File: src/rtl/sdrahb_sync_fifo.sv
// Single-clock synchronous FIFO on an inferred simple dual-port RAM with registered read.
// Level-decoded status flags, sticky overflow/underflow, and a synchronous flush.
module sdrahb_sync_fifo #(
   parameter int DATA_WIDTH    = 32,
   parameter int ADDR_WIDTH    = 4,
   parameter int AFULL_THRESH  = 12,
   parameter int AEMPTY_THRESH = 2
) (
   input  logic                  i_clk,
   input  logic                  i_reset,
   input  logic                  i_clr,
   input  logic                  i_wr_en,
   input  logic [DATA_WIDTH-1:0] i_data_in,
   input  logic                  i_rd_en,
   output logic [DATA_WIDTH-1:0] o_data_out,
   output logic                  o_rd_valid,
   output logic                  o_full,
   output logic                  o_empty,
   output logic                  o_almost_full,
   output logic                  o_almost_empty,
   output logic [ADDR_WIDTH:0]   o_level,
   output logic                  o_overflow,
   output logic                  o_underflow
);

   localparam int DEPTH = 2 ** ADDR_WIDTH;
   localparam int LVL_W = ADDR_WIDTH + 1;
   localparam logic [LVL_W-1:0]      LVL_DEPTH  = LVL_W'(DEPTH);
   localparam logic [LVL_W-1:0]      LVL_AFULL  = LVL_W'(AFULL_THRESH);
   localparam logic [LVL_W-1:0]      LVL_AEMPTY = LVL_W'(AEMPTY_THRESH);
   localparam logic [LVL_W-1:0]      LVL_ONE    = LVL_W'(1);
   localparam logic [ADDR_WIDTH-1:0] PTR_ONE    = ADDR_WIDTH'(1);

   logic [DATA_WIDTH-1:0] r_mem [DEPTH];
   logic [ADDR_WIDTH-1:0] r_wr_ptr;
   logic [ADDR_WIDTH-1:0] r_rd_ptr;
   logic [LVL_W-1:0]      r_level;
   logic [DATA_WIDTH-1:0] r_data_out;
   logic                  r_rd_valid;
   logic                  r_overflow;
   logic                  r_underflow;

   logic w_full;
   logic w_empty;
   logic w_wr_acc;
   logic w_rd_acc;

   // Flags come only from the registered level, so there is no comb path from the requests.
   assign w_full   = (r_level == LVL_DEPTH);
   assign w_empty  = (r_level == '0);
   assign w_wr_acc = i_wr_en & ~w_full & ~i_clr;
   assign w_rd_acc = i_rd_en & ~w_empty & ~i_clr;

   // RAM array is kept free of reset so it can map onto block memory.
   always_ff @(posedge i_clk) begin
      if (w_wr_acc) begin
         r_mem[r_wr_ptr] <= i_data_in;
      end
   end

   always_ff @(posedge i_clk or posedge i_reset) begin
      if (i_reset) begin
         r_wr_ptr    <= '0;
         r_rd_ptr    <= '0;
         r_level     <= '0;
         r_data_out  <= '0;
         r_rd_valid  <= 1'b0;
         r_overflow  <= 1'b0;
         r_underflow <= 1'b0;
      end else if (i_clr) begin
         r_wr_ptr    <= '0;
         r_rd_ptr    <= '0;
         r_level     <= '0;
         r_rd_valid  <= 1'b0;
         r_overflow  <= 1'b0;
         r_underflow <= 1'b0;
      end else begin
         if (w_wr_acc) begin
            r_wr_ptr <= r_wr_ptr + PTR_ONE;
         end
         if (w_rd_acc) begin
            r_rd_ptr   <= r_rd_ptr + PTR_ONE;
            r_data_out <= r_mem[r_rd_ptr];
         end
         r_rd_valid <= w_rd_acc;
         if (w_wr_acc && !w_rd_acc) begin
            r_level <= r_level + LVL_ONE;
         end else if (!w_wr_acc && w_rd_acc) begin
            r_level <= r_level - LVL_ONE;
         end
         if (i_wr_en && w_full) begin
            r_overflow <= 1'b1;
         end
         if (i_rd_en && w_empty) begin
            r_underflow <= 1'b1;
         end
      end
   end

   assign o_data_out     = r_data_out;
   assign o_rd_valid     = r_rd_valid;
   assign o_full         = w_full;
   assign o_empty        = w_empty;
   assign o_almost_full  = (r_level >= LVL_AFULL);
   assign o_almost_empty = (r_level <= LVL_AEMPTY);
   assign o_level        = r_level;
   assign o_overflow     = r_overflow;
   assign o_underflow    = r_underflow;

endmodule

File: config.mk
export PLATFORM = sky130hd
export DESIGN_NAME = sdrahb_sync_fifo
export DESIGN_NICKNAME = d
export VERILOG_FILES = /design/src/rtl/sdrahb_sync_fifo.sv
export SDC_FILE = /design/constraint.sdc
export NUM_CORES = 1
export LEC_CHECK = 0
export ABC_AREA = 1
export CAP_MARGIN = 25
export CORE_ASPECT_RATIO = 1.75
export CORE_MARGIN = 10
export CORE_UTILIZATION = 50
export CTS_CLUSTER_DIAMETER = 50
export DETAILED_ROUTE_END_ITERATION = 8
export PLACE_DENSITY_LB_ADDON = 0.15
export SLEW_MARGIN = 40
export SYNTH_ARGS = -nofsm -noshare
export SYNTH_HDL_FRONTEND = slang
export SYNTH_SLANG_ARGS = --single-unit
File: constraint.sdc
create_clock -name i_clk -period 4.9 [get_ports i_clk]
set_input_delay 1.47 -clock i_clk [delete_from_list [all_inputs] [get_ports i_clk]]
set_output_delay 1.47 -clock i_clk [all_outputs]
set_load 0.01 [all_outputs]
==> flow_metrics.env <==
export IMPL_first_iter_violations=1199
export IMPL_dp_slack_ns=0.933
export IMPL_fin_crit_sh=0.730
export IMPL_syn_cell_area_um2=22900
export IMPL_numCtsBuffers=49
export IMPL_io_pin_count=81
export IMPL_port_buffers=80
export IMPL_syn_inst=1951
export IMPL_crit_path_max_incr_delay_ns=0.56
export IMPL_setup_viol=0
export IMPL_initial_utilization=0.505
export IMPL_post_drt_wl_per_cell_um=21.4
export IMPL_vias_per_cell=5.57
export IMPL_powerDensity_nw_per_um2=476
export IMPL_insertion_delay_ns=0.58
export IMPL_area_growth_pct=12.0
export IMPL_antenna_found_initial=1
export IMPL_hold_viol_final=0
export IMPL_postSynthNetCount=1998
export IMPL_fin_cells=2618
export IMPL_p_leak_nw=9.51
export IMPL_tightest_slew_ns=0.838
export IMPL_cts_setup_buffers=0
export IMPL_routabilityCongestion=0.789
export IMPL_r2r_start="r_rd_ptr[0]"
export IMPL_finalSetupTns_ns=0
export IMPL_critical_path_class="reg2out"
export IMPL_endpoint_kind="output port"
export IMPL_clockBufferDepth=3
export IMPL_grt_pass1_wl_mm=87.0
export IMPL_hold_path_class="reg2reg"
export IMPL_cts_hold_fix_buffers=0
export IMPL_drtPass1Iterations=5
export IMPL_post_dp_hpwl_mm=29.5
export IMPL_design_die_area_um2=55000
export IMPL_die_h_um=303
export IMPL_cts_sinks=560
export IMPL_r2r_end="o_data_out[17]"
export IMPL_cap_violations=0
export IMPL_cp_required_ns=3.43
export IMPL_drive_gt1_frac=0.0676
export IMPL_ant_nets=0
export IMPL_fp_coreArea_um2=45200
export IMPL_rows=103
export IMPL_ir_drop_mv=0.675
export IMPL_worst_slack_ns=1.32
export IMPL_fmax_mhz=280
export IMPL_grt_max_degree=149
export IMPL_dp_cells=2527
export IMPL_crit_fanout=7
export IMPL_reg2regPathDepth=10
export IMPL_status="completed"
export IMPL_synthDistinctLibCells=28
export IMPL_seq_area_um2=16600
export IMPL_multi_input_area_um2=5490
export IMPL_final_nets=2048
export IMPL_finClkSkew_ns=0.0119
export IMPL_fin_crit_ns=3.58
export IMPL_async_flop_share=0.0857
export IMPL_grt_pass1_vias=14900
export IMPL_cts_tree="built"
export IMPL_worstHoldStart="o_data_out[29]"
export IMPL_yosysWarnings=0
export IMPL_whs_endpoint="o_data_out[29]"
export IMPL_holdPathStages=2
export IMPL_drc=0
export IMPL_die_w_um=182
export IMPL_cts_resized_gates=0
export IMPL_r2r_setup_slack_ns=1.99
export IMPL_startpoint_type="flip-flop"
export IMPL_ys_ff_latch=560
export IMPL_slew_limit_headroom=0.441
export IMPL_dr_total_vias=14600
export IMPL_final_util=0.566
export IMPL_cp_data_arrival_time_ns=2.11
export IMPL_cts_root_buf="clkbuf_16"
export IMPL_path_clk_slew_ns=0.07
export IMPL_slowest_stage="clkdlybuf4s50_1"
export IMPL_wirelength_mm=56.1
export IMPL_synth_seq_area_share=0.725
export IMPL_total_power_mw=12.2
export IMPL_synth_edf_count=512
export IMPL_fill_cells=3736
export IMPL_track_usage=0.202
export IMPL_synth_flop_cell="edfxtp_1"
export IMPL_syn_area_per_cell_um2=11.7
export IMPL_rsz0062_at_grt="no"
export IMPL_htreeDepth=2
export IMPL_maxSlewViolCount=0
export IMPL_cp_cell_sequence="nor2_1 > nand3_2 > inv_1 > clkdlybuf4s50_1"
export IMPL_gr_total_overflow=0
worst max path at each step:
stage,startpoint,to,slack [ns],depth (start not counted)
6_report,o_level[0],o_full,1.32,4
5_1_grt,o_level[0],o_full,1.17,4
4_1_cts,o_level[0],o_full,1.27,4
3_5_place_dp,i_clr,r_mem[12][11],0.93,5
3_3_place_gp,i_clr,r_mem[12][13],0.95,5
2_1_floorplan,i_clr,r_mem[1][0],0.29,4
where the power goes:
part | switching (mW) | leakage [nW] | internal, mW
clock | 1.69 | 0.786 | 2.21
combinational | 1.75 | 3.50 | 0.931
sequential | 0.199 | 5.22 | 5.43
total | 3.63 | 9.51 | 8.57
layout make-up:
type | count | share of cell area
antenna | 1 | 0.0000977
clock buffer | 68 | 0.0547
clock inverter | 22 | 0.00831
inverter | 21 | 0.00371
multi-input combinational | 1257 | 0.214
sequential | 560 | 0.648
tap | 577 | 0.0282
timing repair buffer | 112 | 0.0429
sequential cells by signal, summed over array words and instances, names as in the netlist:
register / count
r_mem: 512
o_data_out: 32
o_level: 5
r_rd_ptr: 4
r_wr_ptr: 4
o_overflow: 1
o_rd_valid: 1
o_underflow: 1
cell usage after synthesis, types with 4 or more instances:
cell,count,area share
inv_2,4,0.00066
inv_1,15,0.0025
nand3_2,4,0.0018
edfxtp_1,512,0.67
buf_6,35,0.017
ha_1,9,0.0049
buf_4,8,0.0026
dfrtp_1,48,0.053
clkbuf_1,10,0.0016
o21ai_0,8,0.0018
nand3_1,392,0.086
nor2_1,12,0.0020
buf_2,55,0.012
a21oi_1,7,0.0015
nand2_1,800,0.13
nor3_1,14,0.0031
cells by family after synthesis:
family	Yosys count	share of synthesized area
AOI/OAI and AO/OA	18	0.00394
xor gates and xnor gates	3	0.00115
adders and majority gates	10	0.00580
buffers and inverters	134	0.0388
DFF	560	0.725
and+or+nand+nor	1226	0.225
through the flow:
stage	hold WS [ns]	instance area, um^2
2_1_floorplan	0.515	22900
3_3_place_gp	0.463	24000
3_5_place_dp	0.465	24000
4_1_cts	0.483	25600
5_1_grt	0.502	25600
6_report	0.478	25600
layer usage:
| metal | vias to the layer above | GRT usage | part of all wire |
|---|---|---|---|
| li1 | 6843 | - | - |
| met1 | 7203 | 0.234 | 0.39 |
| met2 | 439 | 0.373 | 0.53 |
| met3 | 108 | 0.0254 | 0.049 |
| met4 | 0 | 0.0769 | 0.030 |
| met5 | - | 0 | 0 |
worst max-delay path: cells and delay by family (launching register included):
family        cells  cell delay, ns
flops             1            0.48
simple gates      2            0.38
buf+inv           2            0.67
placed cells by master (no fill, tap or decap), types with 9 or more instances in the layout:
master	Yosys	layout
nand3_1	392	392
clkbuf_1	10	11
dfrtp_1	48	44
clkinv_1	1	9
ha_1	9	9
nand2_1	800	800
nor3_2	0	12
buf_4	8	26
edfxtp_1	512	512
inv_1	15	13
clkbuf_16	0	51
clkdlybuf4s50_1	0	80
No activity file was read; power rests on OpenSTA's default activity.
